`src/rtl/mtr_multi.sv`:
```
// rtl/mtr_multi.sv - bank of accounting counters with 1 us interval timer and vectored interrupts
// Register-bus block: per-counter event/time counting, interval timer, prioritised interrupt flags.
module mtr_multi #(
  parameter int NCNT     = 4,
  parameter int W        = 17,
  parameter int IW       = 12,
  parameter int PRESCALE = 33
) (
  input  logic            clk,
  input  logic            RESET_N,
  input  logic            WR,
  input  logic [3:0]      ADDR,
  input  logic [W-1:0]    WDATA,
  input  logic            RD,
  output logic [W-1:0]    RDATA,
  input  logic [NCNT-1:0] EVT,
  input  logic            QUAL,
  output logic            INT_REQ,
  output logic [3:0]      INT_VEC,
  input  logic            INT_ACK,
  output logic            TICK
);

  localparam int PW = $clog2(PRESCALE);

  logic [PW-1:0]   pre_q, pre_d;
  logic            tick_q, tick_d;
  logic [W-1:0]    cnt_q [NCNT];
  logic [W-1:0]    cnt_d [NCNT];
  logic [NCNT-1:0] en_q, en_d;
  logic [NCNT-1:0] mode_q, mode_d;
  logic [NCNT-1:0] pend_q, pend_d;
  logic            iv_on_q, iv_on_d;
  logic [IW-1:0]   period_q, period_d;
  logic [IW-1:0]   icnt_q, icnt_d;
  logic            done_q, done_d;
  logic            ovf_q, ovf_d;
  logic [W-1:0]    rdata_q, rdata_d;

  logic            wr_ctl, wr_tim, wr_sts, ack_fire;
  logic [NCNT-1:0] pend_set, pend_clr;
  logic            done_set, done_clr, ovf_set, ovf_clr;
  logic [IW:0]     icnt_nxt;
  logic [W-1:0]    rd_val;
  logic            int_req;
  logic [3:0]      int_vec;

  // Lowest pending counter wins, then interval done, then interval overflow.
  always_comb begin
    int_req = (|pend_q) | done_q | ovf_q;
    int_vec = 4'd0;
    if (ovf_q)  int_vec = 4'(NCNT + 1);
    if (done_q) int_vec = 4'(NCNT);
    for (int i = NCNT - 1; i >= 0; i--) begin
      if (pend_q[i]) int_vec = 4'(i);
    end
  end

  always_comb begin
    wr_ctl   = WR && (ADDR == 4'd8);
    wr_tim   = WR && (ADDR == 4'd9);
    wr_sts   = WR && (ADDR == 4'd10);
    ack_fire = INT_ACK && int_req;

    pre_d  = (pre_q == PW'(PRESCALE - 1)) ? '0 : pre_q + PW'(1);
    tick_d = (pre_q == PW'(PRESCALE - 1));

    // A bus write to a counter overrides any increment in the same cycle.
    pend_set = '0;
    for (int i = 0; i < NCNT; i++) begin
      cnt_d[i] = cnt_q[i];
      if (WR && (ADDR == 4'(i))) begin
        cnt_d[i] = WDATA;
      end else if (en_q[i] && QUAL && (mode_q[i] ? tick_q : EVT[i])) begin
        cnt_d[i]    = cnt_q[i] + W'(1);
        pend_set[i] = &cnt_q[i];
      end
    end

    en_d   = en_q;
    mode_d = mode_q;
    if (wr_ctl) begin
      en_d   = WDATA[NCNT-1:0];
      mode_d = WDATA[2*NCNT-1:NCNT];
    end

    iv_on_d  = iv_on_q;
    period_d = period_q;
    icnt_d   = icnt_q;
    done_set = 1'b0;
    ovf_set  = 1'b0;
    icnt_nxt = {1'b0, icnt_q} + (IW+1)'(1);
    if (wr_tim) begin
      iv_on_d  = WDATA[IW];
      period_d = WDATA[IW-1:0];
      icnt_d   = '0;
    end else if (iv_on_q && tick_q) begin
      if ((period_q != '0) && (icnt_nxt == {1'b0, period_q})) begin
        icnt_d   = '0;
        done_set = 1'b1;
      end else begin
        icnt_d  = icnt_nxt[IW-1:0];
        ovf_set = icnt_nxt[IW];
      end
    end

    pend_clr = wr_sts ? WDATA[NCNT-1:0] : '0;
    done_clr = wr_sts && WDATA[NCNT];
    ovf_clr  = wr_sts && WDATA[NCNT+1];
    if (ack_fire) begin
      for (int i = 0; i < NCNT; i++) begin
        if (int_vec == 4'(i)) pend_clr[i] = 1'b1;
      end
      if (int_vec == 4'(NCNT))     done_clr = 1'b1;
      if (int_vec == 4'(NCNT + 1)) ovf_clr  = 1'b1;
    end
    // Sets dominate clears so a simultaneous event is never lost.
    pend_d = (pend_q & ~pend_clr) | pend_set;
    done_d = (done_q & ~done_clr) | done_set;
    ovf_d  = (ovf_q & ~ovf_clr) | ovf_set;

    rd_val = '0;
    case (ADDR)
      4'd8:    rd_val = W'({mode_q, en_q});
      4'd9:    rd_val = W'({iv_on_q, period_q});
      4'd10:   rd_val = W'({ovf_q, done_q, pend_q});
      4'd11:   rd_val = W'(icnt_q);
      default: rd_val = '0;
    endcase
    for (int i = 0; i < NCNT; i++) begin
      if (ADDR == 4'(i)) rd_val = cnt_q[i];
    end
    rdata_d = RD ? rd_val : rdata_q;
  end

  always_ff @(posedge clk or negedge RESET_N) begin
    if (!RESET_N) begin
      pre_q    <= '0;
      tick_q   <= 1'b0;
      for (int i = 0; i < NCNT; i++) cnt_q[i] <= '0;
      en_q     <= '0;
      mode_q   <= '0;
      pend_q   <= '0;
      iv_on_q  <= 1'b0;
      period_q <= '0;
      icnt_q   <= '0;
      done_q   <= 1'b0;
      ovf_q    <= 1'b0;
      rdata_q  <= '0;
    end else begin
      pre_q    <= pre_d;
      tick_q   <= tick_d;
      for (int i = 0; i < NCNT; i++) cnt_q[i] <= cnt_d[i];
      en_q     <= en_d;
      mode_q   <= mode_d;
      pend_q   <= pend_d;
      iv_on_q  <= iv_on_d;
      period_q <= period_d;
      icnt_q   <= icnt_d;
      done_q   <= done_d;
      ovf_q    <= ovf_d;
      rdata_q  <= rdata_d;
    end
  end

  assign RDATA   = rdata_q;
  assign TICK    = tick_q;
  assign INT_REQ = int_req;
  assign INT_VEC = int_vec;

endmodule

```
`config.mk`:
```
export PLATFORM = sky130hd
export DESIGN_NAME = mtr_multi
export DESIGN_NICKNAME = d
export VERILOG_FILES = /design/src/rtl/mtr_multi.sv
export SDC_FILE = /design/constraint.sdc
export NUM_CORES = 1
export LEC_CHECK = 0
export CAP_MARGIN = 15
export CORE_MARGIN = 1
export CORE_UTILIZATION = 60
export DETAILED_ROUTE_END_ITERATION = 10
export PLACE_DENSITY = 0.82
export SLEW_MARGIN = 20
export SYNTH_ARGS = -nofsm -noshare
export SYNTH_HDL_FRONTEND = slang
export SYNTH_SLANG_ARGS = --single-unit
export TNS_END_PERCENT = 20
```
`constraint.sdc`:
```
create_clock -name clk -period 3.5 [get_ports clk]
set_clock_uncertainty 0.2 [all_clocks]
set_input_delay 0.875 -clock clk [delete_from_list [all_inputs] [get_ports clk]]
set_output_delay 0.875 -clock clk [all_outputs]
set_load 0.05 [all_outputs]
```
=== Word-level counts from Yosys, hierarchy flattened ===
Index checks and enable logic that the tools add are counted.

* Mux-type cells: 51
* Reductions and logical operators: 33
* Bitwise gates (word level): 11
* Equal/unequal tests: 14
* $add $sub $neg: 6

{| class="wikitable"
|+ Operators with widths
! kind !! number
|-
| 2-to-1 mux 17 bit || 12
|-
| adder 17 x 1 -> 17 bit, second input constant || 4
|-
| AND reduction 17 bit || 4
|-
| case mux 13 bit (4 select lines) || 1
|-
| 2-to-1 mux 12 bit || 3
|-
| 2-to-1 mux 1 bit || 26
|-
| 2-to-1 mux 4 bit || 6
|-
| logical AND 1 bit || 20
|-
| equality test 4 x 2 -> 1 bit, second input constant || 4
|-
| equality test 4 bit, second input constant || 4
|-
| adder 12 x 1 -> 13 bit, second input constant || 1
|-
| equality test 13 x 12 -> 1 bit || 1
|-
| nonzero test 12 bit || 1
|-
| nonzero test 2 bit || 5
|-
| equality test 4 x 1 -> 1 bit, second input constant || 2
|-
| equality test 4 x 3 -> 1 bit, second input constant || 2
|-
| logical NOT 4 bit || 2
|-
| adder 6 x 1 -> 6 bit, second input constant || 1
|-
| equality test 6 bit, second input constant || 1
|-
| 2-to-1 mux 3 bit || 2
|-
| 2-to-1 mux 6 bit || 1
|-
| bitwise AND 4 bit || 1
|-
| NOT 4 bit || 1
|-
| bitwise OR 1 bit || 4
|-
| 4 further kinds || 6
|}

* Flip-flop bits (word level): 131
* Output and inout bits: 23
* Bits of input ports: 31

=== Depth between registers and ports, before layout ===
Gate-level depths: netlist of the first run.

* Depth in word-level cells: 12
* Mapped depth: 9
* Depth with buffers taken out: 7

=== Least setup slack after synthesis of the first run ===
Ideal clock, no wire load.

* Path kind: input-to-reg
* Start point: input port ADDR[0]
* End point: register rdata_q[2] (netlist: RDATA[2])
* Arrival time: 2.416 ns
* Cell stages on the path: 7
* Data required time: 3.163 ns
* Library setup time: 0.137 ns
* Path buffers: 3
* Slack: 0.748 ns
* Cell sequence: buf_2 > buf_1 > buf_1 > mux2i_1 > o22ai_1 > a221oi_1 > a21oi_1

* Word-level cells in the longest chain between the ends: 6

{| class="wikitable"
|+ RTL lines
! element !! RTL line !! RTL
|-
| start: declaration || 12 || <nowiki>input logic [3:0] ADDR,</nowiki>
|-
| equality test 4 bit || 123 || <nowiki>case (ADDR)</nowiki>
|-
| case mux 13 bit (4 select lines) || 123 ||
|-
| 2-to-1 mux 17 bit (3 in series) || 131 || <nowiki>if (ADDR == 4'(i)) rd_val = cnt_q[i];</nowiki>
|-
| 2-to-1 mux 17 bit (*) || 131 ||
|-
| end signal: assignment || 162 || <nowiki>rdata_q <= rdata_d;</nowiki>
|-
| end: declaration || 38 || <nowiki>logic [W-1:0] rdata_q, rdata_d;</nowiki>
|}

Mark *: on every way between the ends. The rest lies on a longest branch, timed or not.
A chain may end at the register's enable or synchronous reset.

=== Worst setup path after layout of the first run ===
* Start point: register done_q
* End point: output port INT_VEC[0]

* Word-level cells in the longest chain between the ends: 5

{| class="wikitable"
|+ RTL lines
! element !! RTL line !! RTL
|-
| start: declaration || 36 || <nowiki>logic done_q, done_d;</nowiki>
|-
| start signal: assignment || 160 || <nowiki>done_q <= done_d;</nowiki>
|-
| 2-to-1 mux 3 bit || 53 || <nowiki>if (done_q) int_vec = 4'(NCNT);</nowiki>
|-
| 2-to-1 mux 4 bit (4 in series) || 55 || <nowiki>if (pend_q[i]) int_vec = 4'(i);</nowiki>
|-
| end: declaration || 19 || <nowiki>output logic [3:0] INT_VEC,</nowiki>
|}

No other way between the ends.

==> flow_summary.ini, run 1 <==
[critical_path]
r2r_end = icnt_q[6]
crit_type = reg2out
rrSetupSlack_ns = 0.44
crit_fanout = 4
r2r-start = icnt_q[0]
cp_common_cell = nor2_1
crit_chain = nand2b_1, a21oi_1, nor2_1, nor2_1, clkdlybuf4s50_1
cp_top_family = buffers and inverters
rr_worst_depth = 7
cp_slowest_cell = clkdlybuf4s50_1
endpoint_kind = output pin
cp.buffers_inverters = 1
arrival_ns = 2.18
cp.required_ns = 2.42
critPathLaunchType = flip-flop
critPathMaxStageDelay_ns = 0.83

[min_path]
worstHoldPathType = reg2reg
min_path_cells = 1
min_to = RDATA[7]
min-delay-start = RDATA[7]

[floorplanning]
initial_core_util_pct = 61.7
rows = 41
ios = 54
die_h_microns = 116
fp.dieW_microns = 116
core-area_sq_um = 12600
die_area_sq_um = 13400

[placed_design]
place_congestion = 0.985
place_area_sq_um = 8500
port-buffer-count = 52
dpl.hpwl_microns = 15800
pre_cts_ws_ns = 0.232

[synth]
async_flop_share_pct = 100
synth_flop_cell = dfrtp_1
synth.ff_latch_count = 131
yosysUniqueCellTypes = 64
synth_top_area_share_pct = 42.1
synth_area_sq_um = 7780
synth-seq-area-share_pct = 42.1
ys.warnings.count = 0
ys_top_cells_by_area = dfrtp_1, nor2_1, a21oi_1
postSynthCellCount = 856
synth-edff-count = 0
syn_area_per_cell_sq_um = 9.09
yosysTopAreaCell = dfrtp_1
synth_nets = 898

[outcome]
outcome = finished, final reports clean

[route]
dr.first_iter.drc_count = 614
ant_nets = 0
firstDrtPassIters = 5
drc = 0
num_vias = 6922
wl_per_cell_microns = 20.1
via_per_inst = 6.40
wirelength_microns = 21800

[clocking]
clkLatencyLatePin_ns = 0.43
cts_hold_buffers = 0
h-tree-depth = 4
clkSlewWorstSetupHoldPaths_ns = 0.06
cts_tree = done
cts_resized = 0
cts_sinks = 131
cts_root_buf = clkbuf_16
numCtsBuffers = 17
cts_max_path_buffers = 2
post-cts-setup-buffers = 0

[layout]
final_area_sq_um = 9080
synthToLayoutAreaGrowth_pct = 16.7
nets = 940
drive_above_1_share_pct = 10.8
num_antenna_cells = 0
fill_cells = 925
multi_input_area_sq_um = 4250
register_area_sq_um = 3280

[power]
p_per_area_nw_per_um2 = 609
power_frac_clock_pct = 32.2
pwr-share-seq_pct = 43.0
sw_frac_of_total_pct = 34.0
pwr-share-comb_pct = 24.8
intPower_mw = 3.65
leakage_nw = 3.58
power.switching_mw = 1.88
vdd_drop_max_mv = 0.405

[grt]
gr-total-overflow = 0
grt_pass1_vias = 6629
grt_pass1_wl_microns = 34300
grt_antenna_before_repair = 0
grt_max_degree = 67
track_usage_pct = 34.6

[timing]
fin_tns_setup_ns = 0
period_needed_ns = 3.26
maxSlewViolCount = 0
rsz0062_at_grt = false
finalHoldViolCount = 0
fmax_ghz = 0.307
timing.slew.headroom_pct = 40.7
hold_slack_ns = 0.298
tightest_slew_ns = 0.889
finalSetupViolations = 0
setup_slack_ns = 0.242
fin_crit_sh_pct = 93.1

[job]
cap_viol_max_count = 0
[flip-flops by register name, indices dropped and copies added (netlist names)]
signal / flops
pend_q: 4
done_q: 1
pre_q: 6
RDATA: 17
cnt_q: 68
iv_on_q: 1
ovf_q: 1
TICK: 1
mode_q: 4
en_q: 4
icnt_q: 12
period_q: 12
[power by group through the flow]
stage	combinational (mW)	clock [mW]	sequential, mW
final	1.37	1.78	2.38
after global routing	1.50	1.85	2.42
after CTS	1.36	1.79	2.35
after detailed placement	1.34	0	2.37
after global placement	1.28	0	2.35
after floorplan	0.882	0	2.31
[cell usage after synthesis (4+ instances only)]
master      n
a21oi_1    73
a221oi_1    6
a22o_1      6
and2_1      4
and3_1     11
and4_1      4
buf_1       4
buf_2       7
clkbuf_1   33
dfrtp_1   131
ha_1       11
inv_1      14
mux2_2     30
mux2i_1    36
mux4_2      4
nand2_1    88
nand2b_1    7
nand3_1    37
nand4_1    23
nor2_1    114
nor2b_1     4
nor3_1     10
nor4_1     21
o211ai_1    5
o21ai_0    40
o22ai_1     6
o32ai_1     5
xnor2_1    37
xor2_1     39
[stage by stage]
| step | util (%) | total power, mW | std cells |
|---|---|---|---|
| 6_report | 72.0 | 5.53 | 1082 |
| 2_1_floorplan | - | 3.19 | 856 |
| 3_5_place_dp | 67.4 | 3.72 | 1051 |
| 5_1_grt | 72.0 | 5.77 | 1082 |
| 3_3_place_gp | 67.4 | 3.63 | 1051 |
| 4_1_cts | 72.0 | 5.50 | 1082 |
[how the worst max path moves through the flow]
stage / startpoint / end / cells past startpoint
3_3_place_gp: QUAL / cnt_q[29] / 7
4_1_cts: done_q / INT_VEC[0] / 5
2_1_floorplan: ADDR[0] / RDATA[2] / 7
6_report: done_q / INT_VEC[0] / 5
3_5_place_dp: QUAL / cnt_q[29] / 7
5_1_grt: done_q / INT_VEC[0] / 5
[cell families after synthesis]
logic type / count (synthesis) / share of synthesized area (%)
AND/OR/NAND/NOR: 344 / 21.5
AO/OA/AOI/OAI: 161 / 12.6
flip-flops: 131 / 42.1
XOR/XNOR: 76 / 8.55
multiplexers: 70 / 10.1
buffers and inverters: 62 / 3.31
adder cells (fa/ha/maj): 11 / 1.77
other: 1 / 0.0482
[metal layers]
layer  vias up  track usage, %  routed length [microns]
met4         0            16.9                      802
met5         -               0                        0
met1      3384            44.5                     8720
met2       340            54.2                    10300
met3        62            9.47                     1930
li1       3136               -                        -
[final cells by class]
class                   count  share of cell area (%)
clock inverters            10                    1.47
flip-flops and latches    131                    36.1
repair buffers             71                    7.77
clock buffers              21                    4.96
inverters                  14                   0.578
multi-input cells         663                    46.8
well taps                 172                    2.37
[placed cells by master (no fill, tap or decap), drive strengths merged, types with 24 or more instances in the layout]
master and n:
dfrtp 131, nor2 114, nand2 88, a21oi 73, clkdlybuf4s50 50, o21ai 42
xor2 39, nand3 38, xnor2 37, mux2i 36, mux2 30, nand4 24
Power figures use the tool's default switching activity.
==> run 2: changes to the inputs <==
==> constraint.sdc (replaced) <==
create_clock -name clk -period 3 [get_ports clk]
set_clock_uncertainty 0.2 [all_clocks]
set_input_delay 0.75 -clock clk [delete_from_list [all_inputs] [get_ports clk]]
set_output_delay 0.75 -clock clk [all_outputs]
set_load 0.05 [all_outputs]
==> run 2 against run 1 <==
- total power rose by 20%
- non-clock buffer count rose by 21
- worst hold slack got worse by 0.21 ns
- critical path depth fell by 2
- die area did not move
- final area rose by 2.3%
- count of clock-buffer cells in the layout did not move
- sequential cell count did not move
- core utilization rose by 1.6 points
- final cell count rose by 2.0%
- register-to-register slack got worse by 0.22 ns
- via count rose by 2.0%
- critical endpoint is now INT_VEC[1]
==> flow_summary.ini, run 2 (synthesis gave the netlist of run 1 again) <==
[power]
sw_frac_of_total_pct = 33.9
p_per_area_nw_per_um2 = 716
intPower_mw = 4.40
pwr-share-comb_pct = 24.4
pwr-share-seq_pct = 41.9
total_power_mw = 6.65
vdd_drop_max_mv = 0.809
leakage_nw = 3.71
power_frac_clock_pct = 33.7
power.switching_mw = 2.26

[timing]
finalSetupViolations = 0
period_needed_ns = 2.93
fmax_ghz = 0.342
hold_slack_ns = 0.0893
fin_crit_sh_pct = 97.5
finalHoldViolCount = 0
maxSlewViolCount = 0
rsz0062_at_grt = false
timing.slew.headroom_pct = 53.4
tightest_slew_ns = 0.693

[floorplanning]
die_area_sq_um = 13400
fp.dieW_microns = 116
rows = 41
core-area_sq_um = 12600
ios = 54
die_h_microns = 116
initial_core_util_pct = 61.7

[layout]
mostFrequentLayoutCells = dfrtp_1, nor2_1, nand2_1, a21oi_1, clkdlybuf4s50_1
multi_input_area_sq_um = 4250
largest_reg_flops = 68
fill_cells = 937
final_common_cell = dfrtp_1
synthToLayoutAreaGrowth_pct = 19.3
num_antenna_cells = 0
drive_above_1_share_pct = 13.1
nets = 961
instances_no_fill = 1104
register_area_sq_um = 3280
top_register = cnt_q

[route]
wirelength_microns = 22800
via_per_inst = 6.39
wl_per_cell_microns = 20.6
firstDrtPassIters = 6
ant_nets = 0
dr.first_iter.drc_count = 730
num_vias = 7058
drc = 0

[grt]
grt_pass1_wl_microns = 36200
grt_antenna_before_repair = 0
gr-total-overflow = 0
use_met3_pct = 9.26
grt.busiest_layer = met2
grt_pass1_vias = 6955
gr-usage-met2_pct = 57.9
use_met1_pct = 46.6
track_usage_pct = 36.2
grt_max_degree = 63

[clocking]
clkLatencyLatePin_ns = 0.44
cts_sinks = 131
cts_tree = done
cts_root_buf = clkbuf_16
numCtsBuffers = 17
cts_max_path_buffers = 2
clkSlewWorstSetupHoldPaths_ns = 0.06
cts_hold_buffers = 0
h-tree-depth = 4
post-cts-setup-buffers = 0

[outcome]
outcome = finished, final reports clean

[job]
cap_viol_max_count = 0

[placed_design]
place_congestion = 0.939
port-buffer-count = 52
dpl.hpwl_microns = 16400
place_inst = 1072

[critical_path]
arrival_ns = 1.98
rrSetupSlack_ns = 0.22
cp.required_ns = 2.05
crit_fanout = 5
r2r-start = icnt_q[3]
rr_worst_depth = 7
critPathLaunchType = flip-flop
crit_start = pend_q[3]
crit_type = reg2out
r2r_end = icnt_q[7]
endpoint_kind = output pin

[min_path]
worstHoldPathType = in2async
==> run 2: changes by cell type in the layout (fill, tap and decap cells not counted), sizes merged <==
| cell | change |
|---|---|
| bufinv | +1 |
| clkinv | -1 |
| clkdlybuf4s50 | -2 |
| inv | +1 |
| buf | +22 |
| dlygate4sd2 | +1 |
==> run 2: timing repair <==
item	4_1_cts	5_1_grt
endpoints found under the hold margin	0	0
endpoints found under the setup margin	1	0
gates resized for setup	1	0
==> run 2: worst max path at each step <==
stage,end,slack [ns],cells after the start
after floorplan,icnt_q[11],0.37,7
after global placement,cnt_q[63],-0.05,7
after detailed placement,cnt_q[10],-0.13,7
after CTS,INT_VEC[1],0.1,3
after global routing,INT_VEC[1],0.03,3
final,INT_VEC[1],0.07,3
==> run 2: area by class of cell <==
| cell class | instances | area share [%] |
|---|---|---|
| Multi-Input combinational cell | 663 | 45.7 |
| Clock inverter | 11 | 1.89 |
| Clock buffer | 21 | 4.96 |
| Timing Repair Buffer | 92 | 9.25 |
| Tap cell | 172 | 2.32 |
| Inverter | 14 | 0.566 |
| Sequential cell | 131 | 35.3 |
==> run 2: metal layers <==
layer	up-vias	part of all wire, %
li1	3172	-
met1	3427	40
met2	380	48
met3	79	8.8
met4	0	3.7
met5	-	0
==> run 2: power by group through the flow <==
stage / Clock, mW / Combinational (mW) / Sequential, mW
floorplan: 0 / 1.03 / 2.70
detailed placement: 0 / 1.59 / 2.77
finish: 2.24 / 1.62 / 2.79
global route: 2.33 / 1.77 / 2.83
global placement: 0 / 1.51 / 2.73
CTS: 2.24 / 1.61 / 2.75
==> run 2: stage by stage <==
stage          util [%]  setup slack, ns  setup TNS, ns  area [sq um]
3_5_place_dp       68.6           -0.127         -0.428          8660
2_1_floorplan         -            0.370              0          7780
6_report           73.6           0.0745              0          9290
5_1_grt            73.6           0.0257              0          9290
3_3_place_gp       68.6          -0.0518         -0.132          8660
4_1_cts            73.6           0.0978              0          9290
==> run 2: worst max-delay path, cell delays in order, from the launching register on <==
cell	delay, ns
dfrtp_1	0.46
nor2_1	0.12
nor3_1	0.14
clkdlybuf4s50_1	0.83
==> run 3: changes to the inputs <==
--- a/config.mk
+++ b/config.mk
@@ -9,6 +9,7 @@
 export CORE_MARGIN = 1
 export CORE_UTILIZATION = 60
 export DETAILED_ROUTE_END_ITERATION = 10
+export GPL_TIMING_DRIVEN = 0
 export PLACE_DENSITY = 0.82
 export SLEW_MARGIN = 20
 export SYNTH_ARGS = -nofsm -noshare
==> run 3 against run 2 <==
- final area down 2.4%
- sequential power is essentially flat
- fmax increased by 1.3%
- core utilization down 1.8 points
- critical path type unchanged
==> flow_summary.ini, run 3 (synthesis gave the netlist of run 1 again) <==
[layout]
num_antenna_cells = 0
top_register = cnt_q
instances_no_fill = 1108
largest_reg_flops = 68
synthToLayoutAreaGrowth_pct = 16.5
final_common_cell = dfrtp_1
drive_above_1_share_pct = 10.6
nets = 966
mostFrequentLayoutCells = dfrtp_1, nor2_1, nand2_1, a21oi_1, clkdlybuf4s50_1

[clocking]
cts_sinks = 131
cts_tree = done
cts_root_buf = clkbuf_16
h-tree-depth = 4
clkSlewWorstSetupHoldPaths_ns = 0.06
cts_max_path_buffers = 2
clkLatencyLatePin_ns = 0.42
numCtsBuffers = 17

[route]
wl_per_cell_microns = 20.2
dr.first_iter.drc_count = 729
via_per_inst = 6.26
num_vias = 6933
drc = 0
ant_nets = 0
firstDrtPassIters = 6
wirelength_microns = 22300

[critical_path]
critPathLaunchType = flip-flop
endpoint_kind = output pin
arrival_ns = 1.94
crit_fanout = 6
crit_type = reg2out
rr_worst_depth = 8
cp.required_ns = 2.05

[grt]
grt_antenna_before_repair = 0
grt_max_degree = 86
grt_pass1_wl_microns = 35000
grt_pass1_vias = 6635
track_usage_pct = 35.6
gr-total-overflow = 0

[min_path]
worstHoldPathType = in2async

[timing]
timing.slew.headroom_pct = 38.2
setup_slack_ns = 0.112
finalSetupViolations = 0
tightest_slew_ns = 0.919
period_needed_ns = 2.89
finalHoldViolCount = 0
rsz0062_at_grt = false
fmax_ghz = 0.346
maxSlewViolCount = 0
fin_crit_sh_pct = 96.3

[power]
p_per_area_nw_per_um2 = 688
vdd_drop_max_mv = 0.552
leakage_nw = 3.60

[floorplanning]
die_h_microns = 116
core-area_sq_um = 12600
rows = 41
initial_core_util_pct = 61.7
ios = 54
fp.dieW_microns = 116
die_area_sq_um = 13400

[placed_design]
pre_cts_ws_ns = -0.793
port-buffer-count = 49
place_congestion = 0.966
place_inst = 1078
dpl.hpwl_microns = 16200

[job]
cap_viol_max_count = 0

[outcome]
outcome = finished, final reports clean
==> run 3: changes by cell type in the layout (fill, tap and decap cells not counted), sizes merged <==
| cell | before | now |
|---|---|---|
| buf | 43 | 16 |
| bufinv | 4 | 1 |
| clkbuf | 21 | 53 |
| clkdlybuf4s50 | 48 | 46 |
| clkinv | 4 | 8 |
| dlymetal6s2s | 0 | 1 |
| inv | 15 | 14 |
==> run 3: repair_timing <==
| item | 4_1_cts | 5_1_grt |
|---|---|---|
| endpoints found under the setup margin | 23 | 33 |
| pin swaps | 1 | 1 |
| buffers inserted | 0 | 1 |
| hold buffers | 0 | 0 |
| gates resized for setup | 6 | 3 |
==> run 3: area by class of cell <==
| cell class | instances | area (sq um) |
|---|---|---|
| Timing Repair Buffer | 51 | 532 |
| Fill cell | 992 | 3550 |
| Clock inverter | 11 | 88.8 |
| Inverter | 14 | 52.6 |
| Tap cell | 172 | 215 |
| Buffer | 46 | 204 |
| Sequential cell | 131 | 3280 |
| Clock buffer | 20 | 447 |
| Multi-Input combinational cell | 663 | 4250 |
==> run 3: routing by layer <==
metal	share of wire (%)	track usage, %	vias to the layer above	wire length, microns
met5	0	0	-	0
met4	3.9	17.0	0	863
met3	9.4	9.52	70	2100
met2	47	55.2	346	10400
met1	40	46.5	3334	8940
li1	-	-	3183	-
==> run 3: path summary, 6_finish.rpt <==
kind / from / end / slack (ns)
setup / recovery: pend_q[2] / INT_VEC[1] / 0.11
hold / removal: RESET_N / RDATA[9] / 0.02
setup reg to reg: icnt_q[0] / icnt_q[11] / 0.21
hold reg to reg: RDATA[6] / RDATA[6] / 0.28
max in group asynchronous: RESET_N / cnt_q[18] / 1.84
min in group clk: RDATA[6] / RDATA[6] / 0.28
==> run 3: report_power, final <==
group	total, mW	switching, mW	internal [mW]
Combinational	1.57	0.829	0.743
Sequential	2.78	0.585	2.19
Clock	1.89	0.748	1.14
Total	6.24	2.16	4.08
==> run 3: critical path: stages, from the launching register on <==
cell and delay [ns]:
dfrtp_1 0.44, nor2_1 0.09, nor3_1 0.16, clkdlybuf4s50_1 0.83
==> run 3: through the flow <==
stage	util (%)	hold WS [ns]	area (sq um)	TNS (ns)	power, mW
5_1_grt	71.9	0.0434	9070	0	6.52
6_report	71.9	0.0200	9070	0	6.24
2_1_floorplan	-	0.254	7780	0	3.72
4_1_cts	71.8	0.0290	9060	0	6.20
3_5_place_dp	67.5	0.268	8520	-25.95	4.30
3_3_place_gp	67.3	0.261	8490	-575.95	4.23
